### src/rtl/bp_lce_req_concentrator.sv
// ---------------------------------------------------------------------------
// bp_lce_req_concentrator
//
// Merges num_lce_p LCE request channels onto one output register. The block
// picks channels round-robin and tracks per-channel credits for outstanding
// requests.
//
// Optional feature (compile-time macro): BP_LCE_CONC_SRC_TAG_EN
//   defined   : lce_req_o = {granted channel index, packet}
//   undefined : lce_req_o = packet only
//
// Ports
//   clk_i            single clock
//   reset_n_i        asynchronous active-low reset
//   lce_req_i        per-channel packets, channel n at [n*W +: W]
//   lce_req_v_i      per-channel valid
//   lce_req_ready_o  per-channel ready (asserted only for the granted channel)
//   lce_req_o        merged request (registered)
//   lce_req_v_o      merged valid (registered)
//   lce_req_ready_i  downstream ready
//   req_complete_i   per-channel completion pulse, returns one credit
//   credits_full_o   channel counter == credits_p
//   credits_empty_o  channel counter == 0
//   underflow_o      sticky: completion seen while the counter was 0
// ---------------------------------------------------------------------------
module bp_lce_req_concentrator #(
    parameter int num_lce_p       = 2,
    parameter int lce_req_width_p = 128,
    parameter int credits_p       = 8,
    localparam int tag_w_lp = $clog2(num_lce_p),
    localparam int cnt_w_lp = $clog2(credits_p + 1),
`ifdef BP_LCE_CONC_SRC_TAG_EN
    localparam int out_w_lp = lce_req_width_p + tag_w_lp
`else
    localparam int out_w_lp = lce_req_width_p
`endif
) (
    input  logic                                 clk_i,
    input  logic                                 reset_n_i,
    input  logic [num_lce_p*lce_req_width_p-1:0] lce_req_i,
    input  logic [num_lce_p-1:0]                 lce_req_v_i,
    output logic [num_lce_p-1:0]                 lce_req_ready_o,
    output logic [out_w_lp-1:0]                  lce_req_o,
    output logic                                 lce_req_v_o,
    input  logic                                 lce_req_ready_i,
    input  logic [num_lce_p-1:0]                 req_complete_i,
    output logic [num_lce_p-1:0]                 credits_full_o,
    output logic [num_lce_p-1:0]                 credits_empty_o,
    output logic [num_lce_p-1:0]                 underflow_o
);

    logic                 v_q, v_d;
    logic [out_w_lp-1:0]  data_q, data_d;
    logic [tag_w_lp-1:0]  rr_q, rr_d;          // first channel to search
    logic [cnt_w_lp-1:0]  cnt_q [num_lce_p];
    logic [cnt_w_lp-1:0]  cnt_d [num_lce_p];
    logic [num_lce_p-1:0] uf_q, uf_d;

    logic                       loadable;
    logic [num_lce_p-1:0]       eligible;
    logic                       grant_found;
    logic [tag_w_lp-1:0]        grant_idx;
    logic                       do_grant;
    logic [num_lce_p-1:0]       grant_vec;
    logic [lce_req_width_p-1:0] grant_pkt;
    int                         idx;

    always_comb begin
        for (int n = 0; n < num_lce_p; n++) begin
            credits_full_o[n]  = (cnt_q[n] == cnt_w_lp'(credits_p));
            credits_empty_o[n] = (cnt_q[n] == '0);
        end
    end

    // Eligibility uses the registered counter, so a completion arriving in the
    // same cycle as a full counter does not open the channel until next cycle.
    assign eligible = lce_req_v_i & ~credits_full_o;
    assign loadable = !v_q || lce_req_ready_i;

    // Round-robin search starting at rr_q, wrapping modulo num_lce_p.
    always_comb begin
        grant_found = 1'b0;
        grant_idx   = '0;
        idx         = 0;
        for (int i = 0; i < num_lce_p; i++) begin
            idx = int'(rr_q) + i;
            if (idx >= num_lce_p) idx = idx - num_lce_p;
            if (!grant_found && eligible[idx]) begin
                grant_found = 1'b1;
                grant_idx   = tag_w_lp'(idx);
            end
        end
    end

    // Ready is gated by reset so no channel is handshaken while reset is held.
    assign do_grant  = loadable && grant_found && reset_n_i;
    assign grant_pkt = lce_req_i[int'(grant_idx)*lce_req_width_p +: lce_req_width_p];

    always_comb begin
        for (int n = 0; n < num_lce_p; n++) begin
            grant_vec[n] = do_grant && (grant_idx == tag_w_lp'(n));
        end
    end
    assign lce_req_ready_o = grant_vec;

    always_comb begin
        v_d    = v_q;
        data_d = data_q;
        rr_d   = rr_q;
        if (loadable) begin
            v_d = do_grant;
            if (do_grant) begin
`ifdef BP_LCE_CONC_SRC_TAG_EN
                data_d = {grant_idx, grant_pkt};
`else
                data_d = grant_pkt;
`endif
                rr_d = (int'(grant_idx) == num_lce_p - 1) ? '0
                                                          : grant_idx + tag_w_lp'(1);
            end
        end
    end

    // Credit counters: a grant and a completion in the same cycle cancel out;
    // a lone completion at zero holds the counter and flags underflow.
    always_comb begin
        uf_d = uf_q;
        for (int n = 0; n < num_lce_p; n++) begin
            cnt_d[n] = cnt_q[n];
            unique case ({grant_vec[n], req_complete_i[n]})
                2'b10: cnt_d[n] = cnt_q[n] + cnt_w_lp'(1);
                2'b01: begin
                    if (cnt_q[n] == '0) uf_d[n] = 1'b1;
                    else                cnt_d[n] = cnt_q[n] - cnt_w_lp'(1);
                end
                default: cnt_d[n] = cnt_q[n];
            endcase
        end
    end

    always_ff @(posedge clk_i or negedge reset_n_i) begin
        if (!reset_n_i) begin
            v_q    <= 1'b0;
            data_q <= '0;
            rr_q   <= '0;
            uf_q   <= '0;
            for (int n = 0; n < num_lce_p; n++) cnt_q[n] <= '0;
        end else begin
            v_q    <= v_d;
            data_q <= data_d;
            rr_q   <= rr_d;
            uf_q   <= uf_d;
            for (int n = 0; n < num_lce_p; n++) cnt_q[n] <= cnt_d[n];
        end
    end

    assign lce_req_v_o = v_q;
    assign lce_req_o   = data_q;
    assign underflow_o = uf_q;

endmodule

### config.mk
export PLATFORM = sky130hd
export DESIGN_NAME = bp_lce_req_concentrator
export DESIGN_NICKNAME = d
export VERILOG_FILES = /design/src/rtl/bp_lce_req_concentrator.sv
export SDC_FILE = /design/constraint.sdc
export NUM_CORES = 1
export LEC_CHECK = 0
export ABC_AREA = 1
export BUFFER_PORTS_ARGS = -buffer_cell sky130_fd_sc_hd__buf_2
export CORE_AREA = 5 5 152 154
export CTS_CLUSTER_DIAMETER = 60
export CTS_CLUSTER_SIZE = 16
export DETAILED_ROUTE_END_ITERATION = 10
export DIE_AREA = 0 0 157 159
export GPL_ROUTABILITY_DRIVEN = 1
export PLACE_DENSITY_LB_ADDON = 0.2
export SLEW_MARGIN = 20
export SYNTH_ARGS = -nofsm -noshare
export SYNTH_HDL_FRONTEND = slang
export SYNTH_SLANG_ARGS = --single-unit
### constraint.sdc
create_clock -name clk_i -period 2.57 [get_ports clk_i]
set_input_delay 0.257 -clock clk_i [delete_from_list [all_inputs] [get_ports clk_i]]
set_output_delay 0.257 -clock clk_i [all_outputs]
set_load 0.01 [all_outputs]
Word level (Yosys, flattened, before mapping)
Cells that the tools add are included.
W data, S select, Z words.

word-level totals
  bits in registers = 140
  latch bits = 0
  RAM bits = 0
  memory bits (read-only) = 0
  input bits = 263
  output and inout bits = 137
  word-level logic and storage cells = 65
  memories kept = 0

cells by class
  $add $sub $neg = 8
  multiply operators = 0
  divide/modulo/power cells = 0
  $lt $le $gt $ge = 4
  eq/ne operators = 8
  shifts and indexed selects = 1
  multiplexer cells = 17
  bitwise gates (word level) = 3
  reduce and logical (&&, ||, !) cells = 17

operators with widths
  kind                   count
  $shiftx A256 B9 Y128   1
  $lt A32 B3 Y1 const B  2
  $mux W32               2
  $pmux W4 S2            2
  $mux W1                11
  $reduce_and A2 Y1      5
  $add A4 B1 Y4 const B  2
  $eq A4 B4 Y1 const B   2
  $logic_not A4 Y1       2
  $mux W4                2
  $sub A4 B1 Y4 const B  2
  $logic_and A1 B1 Y1    5
  $eq A2 B1 Y1 const B   2
  $eq A2 B2 Y1 const B   2
  $ne A2 B2 Y1 const B   2
  $reduce_bool A2 Y1     2
  $sub A1 B2 Y3 const B  1
  $sub A2 B2 Y3 const B  1
  $add A1 B1 Y2 const B  1
  $and A2 B2 Y2          1
  $ge A1 B2 Y1 const B   1
  $ge A2 B2 Y1 const B   1
  $logic_not A1 Y1       2
  $not A2 Y2             1
  3 further kinds        3

Logic depth before layout (Yosys ltp)
Gate-level depths: netlist of run 1.

  depth in word-level cells = 16
  depth in mapped cells = 18
  mapped depth without buffers = 17

Worst setup path after synthesis of run 1
No wires, ideal clock.

  path kind = register to register
  start = reg cnt_q[1] (netlist name)
  end = reg cnt_q[7] (netlist name)
  library setup time = 0.116 ns
  arrival time = 2.016 ns
  data required time = 2.454 ns
  path slack = 0.438 ns
  stages on the path, launching flop included = 17
  path buffers = 1
  period minus slack after synthesis = 2.132 ns
  path through = dfrtp_1 nor2_1 nand2_1 nand2_2 inv_2 nand2_2 inv_2 nor2_4 buf_6 nor2_2 ha_1 a21oi_1 nand2_1 nor2_1 nand3_1 nand3_1 nand2_1

between the ends
  cells in the longest elaborated chain, start to end = 16
  elaborated cells between the ends (all ways) = 25
  classes of those cells = eq/ne: 4; mux: 11; bitwise: 3; reduce/logical: 7

RTL lines
  element                                                              RTL line  text
  start, declared                                                      55        logic [cnt_w_lp-1:0] cnt_q [num_lce_p];
  $eq A4 B4 Y1 (*)                                                     70        credits_full_o[n] = (cnt_q[n] == cnt_w_lp'(credits_p));
  $not A2 Y2 (*)                                                       77        assign eligible = lce_req_v_i & ~credits_full_o;
  $and A2 B2 Y2 (*)                                                    77
  $mux W1 (implied by the code) (3 in series)                          88        if (!grant_found && eligible[idx]) begin
  $mux W1                                                              88
  $logic_not A1 Y1                                                     88
  $logic_and A1 B1 Y1                                                  88
  $mux W1                                                              88
  $logic_and A1 B1 Y1 (2 in series)                                    96        assign do_grant = loadable && grant_found && reset_n_i;
  $logic_and A1 B1 Y1 (*)                                              101       grant_vec[n] = do_grant && (grant_idx == tag_w_lp'(n));
  $eq A2 B1 Y1 / $eq A2 B2 Y1 (equally long branches)                  130       unique case ({grant_vec[n], req_complete_i[n]})
  $ne A2 B2 Y1 (no line) / $reduce_bool A2 Y1 (equally long branches)  --
  $reduce_and A2 Y1 (no line)                                          --

Every way passes the cells marked *; elsewhere a longest branch is shown, timed or not. The select of a mux whose other input is x is not followed.
A chain may end at the register's enable or synchronous reset.

Final worst setup path of run 1
  start = reg cnt_q[7] (netlist name)
  end = out lce_req_ready_o[1]

between the ends
  cells in the longest elaborated chain, start to end = 13
  elaborated cells between the ends (all ways) = 18
  classes of those cells = eq/ne: 1; mux: 10; bitwise: 2; reduce/logical: 5

RTL lines
  element                                      RTL line  text
  $eq A4 B4 Y1 (*)                             70
  $not A2 Y2 (*)                               77
  $and A2 B2 Y2 (*)                            77
  $mux W1 (implied by the code) (3 in series)  88
  $mux W1                                      88
  $logic_not A1 Y1                             88
  $logic_and A1 B1 Y1                          88
  $mux W1                                      88
  $logic_and A1 B1 Y1 (2 in series)            96
  $logic_and A1 B1 Y1 (*)                      101
  end, declared                                42        output logic [num_lce_p-1:0] lce_req_ready_o,

Marked as above.

==> report_table.html, run 1 <==
<table>
<tr><th>Metric</th><th>Value</th></tr>
<tr><th colspan="2">GRT</th></tr>
<tr><td>Largest net degree at the start of global routing</td><td>141</td></tr>
<tr><td>Number of antenna violations at the first check in global routing</td><td>0</td></tr>
<tr><td>Total congestion overflow after global routing</td><td>0</td></tr>
<tr><td>Via count of the first global-routing pass</td><td>~6,400</td></tr>
<tr><td>Wire length of the first global-routing pass</td><td>33,750 um</td></tr>
<tr><td>Gr usage total</td><td>~17%</td></tr>
<tr><th colspan="2">STA</th></tr>
<tr><td>Setup TNS after final layout</td><td>0 ns</td></tr>
<tr><td>Worst hold-check slack</td><td>-0.1152 ns</td></tr>
<tr><td>Min Clock Period, post-route</td><td>about 2.3 ns</td></tr>
<tr><td>Worst relative slew slack</td><td>a little under two fifths</td></tr>
<tr><td>RSZ-0062 raised after global routing</td><td>no</td></tr>
<tr><td>Final worst slack</td><td>0.2325 ns</td></tr>
<tr><td>Max Slew Vio Count</td><td>0</td></tr>
<tr><td>Worst clock skew</td><td>between 0.01 and 0.015 ns</td></tr>
<tr><td>Worst Max-Slew Pin Slew</td><td>between 0.9 and 1 ns</td></tr>
<tr><td>Share of the clock period used by the worst path</td><td>90.95%</td></tr>
<tr><td>Final setup violation count</td><td>0</td></tr>
<tr><td>Fmax</td><td>about 0.43 GHz</td></tr>
<tr><td>Number of hold violations in the final report</td><td>37</td></tr>
<tr><th colspan="2">Place</th></tr>
<tr><td>Routability congestion estimate from global placement</td><td>0.8231</td></tr>
<tr><td>Worst slack after detailed placement</td><td>0.3421 ns</td></tr>
<tr><td>Number of port buffers</td><td>~400</td></tr>
<tr><td>Number of placed instances with taps included</td><td>approximately 1,400</td></tr>
<tr><td>Detailed placement HPWL</td><td>between 15,000 and 20,000 um</td></tr>
<tr><td>Instance area at placement</td><td>0.008514 mm2</td></tr>
<tr><th colspan="2">Worst setup path</th></tr>
<tr><td>Critical Path Sink Type</td><td>primary output</td></tr>
<tr><td>Worst Reg2Reg Path Length in Cells</td><td>15</td></tr>
<tr><td>Setup Crit Path Kind</td><td>reg2out</td></tr>
<tr><td>Reg2Reg Capture Point</td><td>cnt_q[7]</td></tr>
<tr><td>Element type at the critical path start</td><td>register</td></tr>
<tr><td>Maximum fanout along the worst path</td><td>between 60 and 70</td></tr>
<tr><td>Startpoint of the lowest-slack register-to-register path</td><td>cnt_q[1]</td></tr>
<tr><td>CP startpoint</td><td>cnt_q[7]</td></tr>
<tr><td>End point of the critical path</td><td>lce_req_ready_o[1]</td></tr>
<tr><td>Required time of the critical path</td><td>about 2.3 ns</td></tr>
<tr><td>Critical path arrival</td><td>about 2.1 ns</td></tr>
<tr><td>Reg2reg setup slack</td><td>0.31 ns</td></tr>
<tr><th colspan="2">Route</th></tr>
<tr><td>Average wire per cell in the routed design</td><td>~16 um</td></tr>
<tr><td>Final antenna-violating net count</td><td>0</td></tr>
<tr><td>Total wire length</td><td>around 23,000 um</td></tr>
<tr><td>Mean number of vias per cell</td><td>approximately 4.5</td></tr>
<tr><td>Detailed-route via count</td><td>between 6,000 and 7,000</td></tr>
<tr><td>1st-pass router iterations</td><td>7</td></tr>
<tr><td>Initial DRC count</td><td>slightly above 400</td></tr>
<tr><td>Post-route DRC</td><td>0</td></tr>
<tr><th colspan="2">Logic synthesis</th></tr>
<tr><td>Synth warn</td><td>0</td></tr>
<tr><td>Syn Nets</td><td>approximately 1,000</td></tr>
<tr><td>Synthesized netlist cell count</td><td>772</td></tr>
<tr><td>Mean area per synthesized cell</td><td>between 8 and 9 um2</td></tr>
<tr><td>Yosys reg bits</td><td>140</td></tr>
<tr><td>Total standard cell area after synthesis</td><td>0.006370 mm2</td></tr>
<tr><td>Post-synth cell types</td><td>20</td></tr>
<tr><td>Portion of the post-synthesis area used by sequential elements</td><td>55.00%</td></tr>
<tr><th colspan="2">Clock network</th></tr>
<tr><td>Root buffer cell</td><td>sky130_fd_sc_hd__clkbuf_16</td></tr>
<tr><td>CTS tree</td><td>built</td></tr>
<tr><td>Maximum number of buffers from clock root to sink</td><td>2</td></tr>
<tr><td>Clock buffer count from CTS</td><td>17</td></tr>
<tr><td>Clock insertion delay at the later pin of the skew report</td><td>0.41 ns</td></tr>
<tr><td>Level count of the clock H-tree</td><td>4</td></tr>
<tr><td>Cts-stage hold buffer count</td><td>0</td></tr>
<tr><td>Sinks on the clock net</td><td>between 100 and 150</td></tr>
<tr><td>Reg clk slew, reported paths</td><td>about 0.06 ns</td></tr>
<tr><th colspan="2">Pwr</th></tr>
<tr><td>Total power divided by cell area</td><td>about 1100 mW/mm2</td></tr>
<tr><td>Cell leakage power</td><td>5.100 nW</td></tr>
<tr><td>Post-layout total power</td><td>10.08 mW</td></tr>
<tr><td>Worst IR drop on VDD</td><td>0.0004220 V</td></tr>
<tr><th colspan="2">Die</th></tr>
<tr><td>Top-level port count</td><td>400</td></tr>
<tr><td>Core area</td><td>around 0.022 mm2</td></tr>
<tr><td>Die height</td><td>roughly 160 um</td></tr>
<tr><td>Initial standard-cell utilization of the core</td><td>29.55%</td></tr>
<tr><td>Total Die Area</td><td>around 0.025 mm2</td></tr>
<tr><td>Std cell rows</td><td>54</td></tr>
<tr><td>Die outline width</td><td>157 um</td></tr>
<tr><th colspan="2">Layout</th></tr>
<tr><td>Share of final-layout standard cells stronger than drive strength 1</td><td>approximately two fifths</td></tr>
<tr><td>Number of nets at the end of the flow</td><td>1,424</td></tr>
<tr><td>Summed area of non-filler cells in the final layout</td><td>just over 0.009 mm2</td></tr>
<tr><td>Count of antenna diodes in the layout</td><td>0</td></tr>
<tr><td>FILL cells</td><td>roughly 2,200</td></tr>
<tr><td>Multi-input gate area</td><td>0.002504 mm2</td></tr>
<tr><td>Storage cell area</td><td>roughly 0.0035 mm2</td></tr>
<tr><td>Non-filler instance count after layout</td><td>around 1,400</td></tr>
<tr><td>Synth-to-layout area growth</td><td>43.67%</td></tr>
<tr><th colspan="2">Run status</th></tr>
<tr><td>Status</td><td>finished with violations</td></tr>
<tr><td>Violated checks</td><td>hold timing</td></tr>
<tr><th colspan="2">Worst hold path</th></tr>
<tr><td>Min-Delay Path Class</td><td>in2async</td></tr>
<tr><th colspan="2">Flow run</th></tr>
<tr><td>Maxcap violations</td><td>0</td></tr>
</table>
[power by group]
part | switching (mW) | internal (mW) | leakage [nW] | total (mW)
registers | 0.559 | 3.20 | 1.72 | 3.76
logic | 2.22 | 1.55 | 3.09 | 3.77
clock network | 0.990 | 1.56 | 0.287 | 2.55
total | 3.77 | 6.31 | 5.10 | 10.1
[logic make-up (layout without fill, tap and decap cells)]
| kind of cell | after synthesis | after routing | share of synthesized area [%] |
|---|---|---|---|
| buffers and inverters | 63 | 458 | 5.696 |
| AOI/OAI and AO/OA | 29 | 29 | 3.261 |
| DFF | 140 | 140 | 55.00 |
| and+or+nand+nor | 532 | 532 | 34.35 |
| adders and majority gates | 6 | 6 | 1.414 |
| xor gates and xnor gates | 2 | 2 | 0.2750 |
[flip-flops by register name (all words and copies together) (netlist names)]
signal and flops:
lce_req_v_o 1, rr_q 1, lce_req_o 128, cnt_q 8, underflow_o 2
[stage by stage]
| stage | hold WS (ns) | util [%] |
|---|---|---|
| 3_3_place_gp | 0.4578 | 39.50 |
| 3_5_place_dp | 0.4640 | 39.50 |
| 5_1_grt | 0.02244 | 42.46 |
| 4_1_cts | 0.01568 | 42.31 |
| 6_report | -0.1152 | 42.46 |
| 2_1_floorplan | -0.03859 | - |
[worst max-delay path, stage by stage, from the launching register on]
cell                        delay, ns
sky130_fd_sc_hd__dfrtp_1         0.39
sky130_fd_sc_hd__inv_1           0.07
sky130_fd_sc_hd__nor2_1          0.04
sky130_fd_sc_hd__nand2_1         0.12
sky130_fd_sc_hd__nand2_1         0.08
sky130_fd_sc_hd__nand2_1         0.12
sky130_fd_sc_hd__nand3_4         0.11
sky130_fd_sc_hd__nor2_4          0.18
sky130_fd_sc_hd__clkbuf_16       0.35
sky130_fd_sc_hd__buf_2           0.20
[cells in the final DEF, fill, tap and decap left out, drive strengths merged]
cell type	netlist	routed
buf	39	404
nand2	395	395
dfrtp	140	140
nand3	125	125
inv	21	25
a22oi	23	23
clkbuf	3	21
nor2	12	12
a21oi	4	4
ha	4	4
clkinvlp	0	3
bufinv	0	3
xnor2	2	2
o21bai	2	2
fa	2	2
clkinv	0	2
[final cells by class]
class | instances | area share (%)
clock buffers | 19 | 4.840
clock inverters | 12 | 1.764
inverters | 21 | 0.8614
multi-input cells | 569 | 27.36
flip-flops and latches | 140 | 38.28
well taps | 280 | 3.828
repair buffers | 406 | 23.07
[what timing repair did]
item                       in CTS  in global routing
setup buffers                   0                  0
resized for setup               0                  4
setup endpoints to repair       0                  2
[worst min path at each step]
stage	to	slack [ns]
5_1_grt	lce_req_o[38]	0.02
3_5_place_dp	lce_req_o[117]	0.46
3_3_place_gp	underflow_o[0]	0.46
4_1_cts	lce_req_o[48]	0.02
6_report	lce_req_o[64]	-0.12
2_1_floorplan	cnt_q[0]	-0.04
[cell usage after synthesis]
master                       n  share of area (%)
sky130_fd_sc_hd__nand2_1   393                 23
sky130_fd_sc_hd__dfrtp_1   140                 55
sky130_fd_sc_hd__nand3_1   124                9.7
sky130_fd_sc_hd__a22oi_1    23                2.7
sky130_fd_sc_hd__buf_2      23                1.8
sky130_fd_sc_hd__inv_1      19                1.1
sky130_fd_sc_hd__buf_6      10                1.8
sky130_fd_sc_hd__nor2_1      9               0.53
sky130_fd_sc_hd__buf_4       6               0.71
sky130_fd_sc_hd__a21oi_1     4               0.31
sky130_fd_sc_hd__ha_1        4               0.79
sky130_fd_sc_hd__clkbuf_1    3               0.18
sky130_fd_sc_hd__fa_1        2               0.63
sky130_fd_sc_hd__inv_2       2               0.12
sky130_fd_sc_hd__nand2_2     2               0.20
sky130_fd_sc_hd__nor2_4      2               0.35
sky130_fd_sc_hd__o21bai_1    2               0.24
sky130_fd_sc_hd__xnor2_1     2               0.28
sky130_fd_sc_hd__nand3_4     1               0.28
sky130_fd_sc_hd__nor2_2      1              0.098
[per-layer routing]
metal	global-route usage, %	vias to the layer above	share of wire, %
met4	5.759	0	2.2
met1	20.06	2984	39
met3	5.572	29	9.0
li1	-	3234	-
met5	0	-	0
met2	28.53	276	49
(Power assumes the default switching activity.)
==> run 2: changes to the inputs <==
--- a/config.mk
+++ b/config.mk
@@ -14,6 +14,7 @@
 export DIE_AREA = 0 0 157 159
 export GPL_ROUTABILITY_DRIVEN = 1
 export PLACE_DENSITY_LB_ADDON = 0.2
+export RECOVER_POWER = 50
 export SLEW_MARGIN = 20
 export SYNTH_ARGS = -nofsm -noshare
 export SYNTH_HDL_FRONTEND = slang
==> report_table.html, run 2 (synthesized netlist as in run 1, its figures left out) <==
<table>
<tr><th>Metric</th><th>Value</th></tr>
<tr><th colspan="2">Run status</th></tr>
<tr><td>Status</td><td>finished with violations</td></tr>
<tr><td>Violated checks</td><td>capacitance limit, slew limit</td></tr>
<tr><th colspan="2">STA</th></tr>
<tr><td>Worst Max-Slew Pin Slew</td><td>2.022 ns (+1.092 ns)</td></tr>
<tr><td>Worst clock skew</td><td>0.01362 ns (-0.0004089 ns)</td></tr>
<tr><td>Min Clock Period, post-route</td><td>2.344 ns (+0.006127 ns)</td></tr>
<tr><td>Fmax</td><td>0.4267 GHz (-0.26%)</td></tr>
<tr><td>Final setup violation count</td><td>0 (unchanged)</td></tr>
<tr><td>RSZ-0062 raised after global routing</td><td>no</td></tr>
<tr><td>Setup TNS after final layout</td><td>0 ns (unchanged)</td></tr>
<tr><td>Worst relative slew slack</td><td>-34.82% (-73 points)</td></tr>
<tr><td>Number of hold violations in the final report</td><td>0 (-100%)</td></tr>
<tr><td>Share of the clock period used by the worst path</td><td>91.19% (+0.24 points)</td></tr>
<tr><td>Worst hold-check slack</td><td>0.04458 ns (+0.1597 ns)</td></tr>
<tr><td>Max Slew Vio Count</td><td>141 (+141)</td></tr>
<tr><th colspan="2">Worst setup path</th></tr>
<tr><td>Most Frequent Cell on Critical Path</td><td>sky130_fd_sc_hd__nand2_1</td></tr>
<tr><td>Reg2reg setup slack</td><td>0.31 ns (about the same)</td></tr>
<tr><td>Maximum fanout along the worst path</td><td>66 (unchanged)</td></tr>
<tr><td>Critical path buffers and inverters</td><td>3 (unchanged)</td></tr>
<tr><td>Element type at the critical path start</td><td>register</td></tr>
<tr><td>Cells traversed along the worst timing path</td><td>inv_1, nor2_1, nand2_1, nand2_1, nand2_1, nand3_4, nor2_4, clkbuf_16, buf_2</td></tr>
<tr><td>Kind of cell adding the most delay to the critical path</td><td>simple AND/OR/NAND/NOR gates</td></tr>
<tr><td>Required time of the critical path</td><td>2.31 ns (about the same)</td></tr>
<tr><td>Setup Crit Path Kind</td><td>reg2out</td></tr>
<tr><td>Reg2Reg Capture Point</td><td>cnt_q[7]</td></tr>
<tr><td>Startpoint of the lowest-slack register-to-register path</td><td>cnt_q[1]</td></tr>
<tr><td>CP max stage cell</td><td>sky130_fd_sc_hd__dfrtp_1</td></tr>
<tr><td>Worst Reg2Reg Path Length in Cells</td><td>15 (unchanged)</td></tr>
<tr><td>Critical path arrival</td><td>2.09 ns (about the same)</td></tr>
<tr><td>Critical Path Sink Type</td><td>primary output</td></tr>
<tr><td>Longest individual stage delay on the worst path</td><td>0.39 ns (about the same)</td></tr>
<tr><th colspan="2">Route</th></tr>
<tr><td>Average wire per cell in the routed design</td><td>16.06 um (+0.26%)</td></tr>
<tr><td>Final antenna-violating net count</td><td>0 (unchanged)</td></tr>
<tr><td>Detailed-route via count</td><td>6,534 (+0.17%)</td></tr>
<tr><td>1st-pass router iterations</td><td>4 (-3)</td></tr>
<tr><td>Post-route DRC</td><td>0 (unchanged)</td></tr>
<tr><td>Initial DRC count</td><td>424 (+4.4%)</td></tr>
<tr><td>Total wire length</td><td>23,240 um (+0.26%)</td></tr>
<tr><td>Mean number of vias per cell</td><td>4.516 (+0.17%)</td></tr>
<tr><th colspan="2">Clock network</th></tr>
<tr><td>Number of buffers inserted by post-CTS setup repair</td><td>0 (unchanged)</td></tr>
<tr><td>Clock insertion delay at the later pin of the skew report</td><td>0.41 ns (about the same)</td></tr>
<tr><td>Number of instances resized during post-cts repair</td><td>0 (unchanged)</td></tr>
<tr><td>CTS tree</td><td>built</td></tr>
<tr><td>Cts-stage hold buffer count</td><td>0 (unchanged)</td></tr>
<tr><td>Maximum number of buffers from clock root to sink</td><td>2 (unchanged)</td></tr>
<tr><td>Sinks on the clock net</td><td>140 (unchanged)</td></tr>
<tr><td>Clock buffer count from CTS</td><td>17 (unchanged)</td></tr>
<tr><td>Level count of the clock H-tree</td><td>4 (unchanged)</td></tr>
<tr><td>Reg clk slew, reported paths</td><td>0.07 ns (about the same)</td></tr>
<tr><td>Root buffer cell</td><td>sky130_fd_sc_hd__clkbuf_16</td></tr>
<tr><th colspan="2">Die</th></tr>
<tr><td>Die height</td><td>159 um (unchanged)</td></tr>
<tr><td>Core area</td><td>0.02155 mm2 (unchanged)</td></tr>
<tr><td>Top-level port count</td><td>400 (unchanged)</td></tr>
<tr><td>Initial standard-cell utilization of the core</td><td>29.55% (unchanged)</td></tr>
<tr><td>Std cell rows</td><td>54 (unchanged)</td></tr>
<tr><td>Total Die Area</td><td>0.02496 mm2 (unchanged)</td></tr>
<tr><td>Die outline width</td><td>157 um (unchanged)</td></tr>
<tr><th colspan="2">Pwr</th></tr>
<tr><td>Worst IR drop on VDD</td><td>0.0004226 V (+0.15%)</td></tr>
<tr><td>Cell leakage power</td><td>4.873 nW (-4.5%)</td></tr>
<tr><td>Total power divided by cell area</td><td>1100 mW/mm2 (-0.10%)</td></tr>
<tr><th colspan="2">GRT</th></tr>
<tr><td>Number of antenna violations at the first check in global routing</td><td>0 (unchanged)</td></tr>
<tr><td>Met1 Track Usage GR</td><td>20.06% (unchanged)</td></tr>
<tr><td>Largest net degree at the start of global routing</td><td>141 (unchanged)</td></tr>
<tr><td>Layer with the highest usage after global routing</td><td>met2</td></tr>
<tr><td>Global-route met3 utilization</td><td>5.572% (unchanged)</td></tr>
<tr><td>Met2 track demand over resource in global routing</td><td>28.53% (unchanged)</td></tr>
<tr><td>Wire length of the first global-routing pass</td><td>33,750 um (unchanged)</td></tr>
<tr><td>Total congestion overflow after global routing</td><td>0 (unchanged)</td></tr>
<tr><td>Via count of the first global-routing pass</td><td>6,438 (unchanged)</td></tr>
<tr><td>Gr usage total</td><td>16.87% (unchanged)</td></tr>
<tr><th colspan="2">Layout</th></tr>
<tr><td>Number of nets at the end of the flow</td><td>1,424 (unchanged)</td></tr>
<tr><td>Most common library cell in the layout ignoring fill and taps</td><td>sky130_fd_sc_hd__nand2_1</td></tr>
<tr><td>Synth-to-layout area growth</td><td>42.02%</td></tr>
<tr><td>Share of final-layout standard cells stronger than drive strength 1</td><td>32.13% (-5.9 points)</td></tr>
<tr><td>Most used cells in the layout excluding fill and tap cells</td><td>sky130_fd_sc_hd__nand2_1, sky130_fd_sc_hd__buf_2, sky130_fd_sc_hd__dfrtp_1</td></tr>
<tr><td>FILL cells</td><td>2,223 (+2.3%)</td></tr>
<tr><td>Count of antenna diodes in the layout</td><td>0 (unchanged)</td></tr>
<tr><td>Number of flip-flops in the largest register</td><td>128 (unchanged)</td></tr>
<tr><th colspan="2">Worst hold path</th></tr>
<tr><td>Worst-case hold path end point</td><td>lce_req_o[48]</td></tr>
<tr><td>Cell count of the worst hold path</td><td>3</td></tr>
<tr><td>Min-Delay Path Class</td><td>in2reg</td></tr>
<tr><td>HP Start</td><td>lce_req_i[176]</td></tr>
<tr><th colspan="2">Flow run</th></tr>
<tr><td>Maxcap violations</td><td>1 (+1)</td></tr>
<tr><th colspan="2">Place</th></tr>
<tr><td>Routability congestion estimate from global placement</td><td>0.8231 (unchanged)</td></tr>
<tr><td>Number of port buffers</td><td>399 (unchanged)</td></tr>
<tr><td>Detailed placement HPWL</td><td>15,640 um (unchanged)</td></tr>
</table>
run 2: final cells by class:
cell class	count	area, um2	share of cell area [%]
multi-input combinational	569	2504	27.68
clock buffer	19	442.9	4.896
clock inverter	12	161.4	1.784
tap	280	350.3	3.873
sequential	140	3503	38.73
inverter	21	78.83	0.8714
timing repair buffer	406	2006	22.17
run 2: worst max-delay path by stage:
| stage | start | end | cells past startpoint |
|---|---|---|---|
| 2_1_floorplan | cnt_q[1] | cnt_q[7] | 16 |
| 3_3_place_gp | cnt_q[1] | cnt_q[4] | 12 |
| 3_5_place_dp | cnt_q[5] | cnt_q[3] | 14 |
| 4_1_cts | cnt_q[1] | lce_req_ready_o[0] | 9 |
| 5_1_grt | cnt_q[7] | lce_req_ready_o[1] | 9 |
| 6_report | cnt_q[7] | lce_req_ready_o[1] | 9 |
run 2: power by group:
part	switching (mW)	leakage, nW	internal, mW
clock	0.982	0.287	1.56
sequential	0.575	1.72	3.20
combinational	2.22	2.86	1.41
run 2: per-stage QoR:
step	power [mW]	instance area, um2	setup slack (ns)	utilization, %	cells
2_1_floorplan	5.854	6370	0.4376	-	772
3_3_place_gp	7.548	8514	0.4631	39.50	1414
3_5_place_dp	7.572	8514	0.3421	39.50	1414
4_1_cts	10.19	9119	0.01144	42.31	1445
5_1_grt	10.71	9046	0.05100	41.97	1447
6_report	9.955	9046	0.2264	41.97	1447
run 2: worst min-delay path: stages:
cell	delay, ns
sky130_fd_sc_hd__buf_2	0.07
sky130_fd_sc_hd__nand2_1	0.04
sky130_fd_sc_hd__nand3_1	0.05
run 2: metal layers:
| metal | wire, um | part of all wire [%] |
|---|---|---|
| met1 | 9148 | 39 |
| met2 | 11480 | 49 |
| met3 | 2100 | 9.0 |
| met4 | 507 | 2.2 |
| met5 | 0 | 0 |
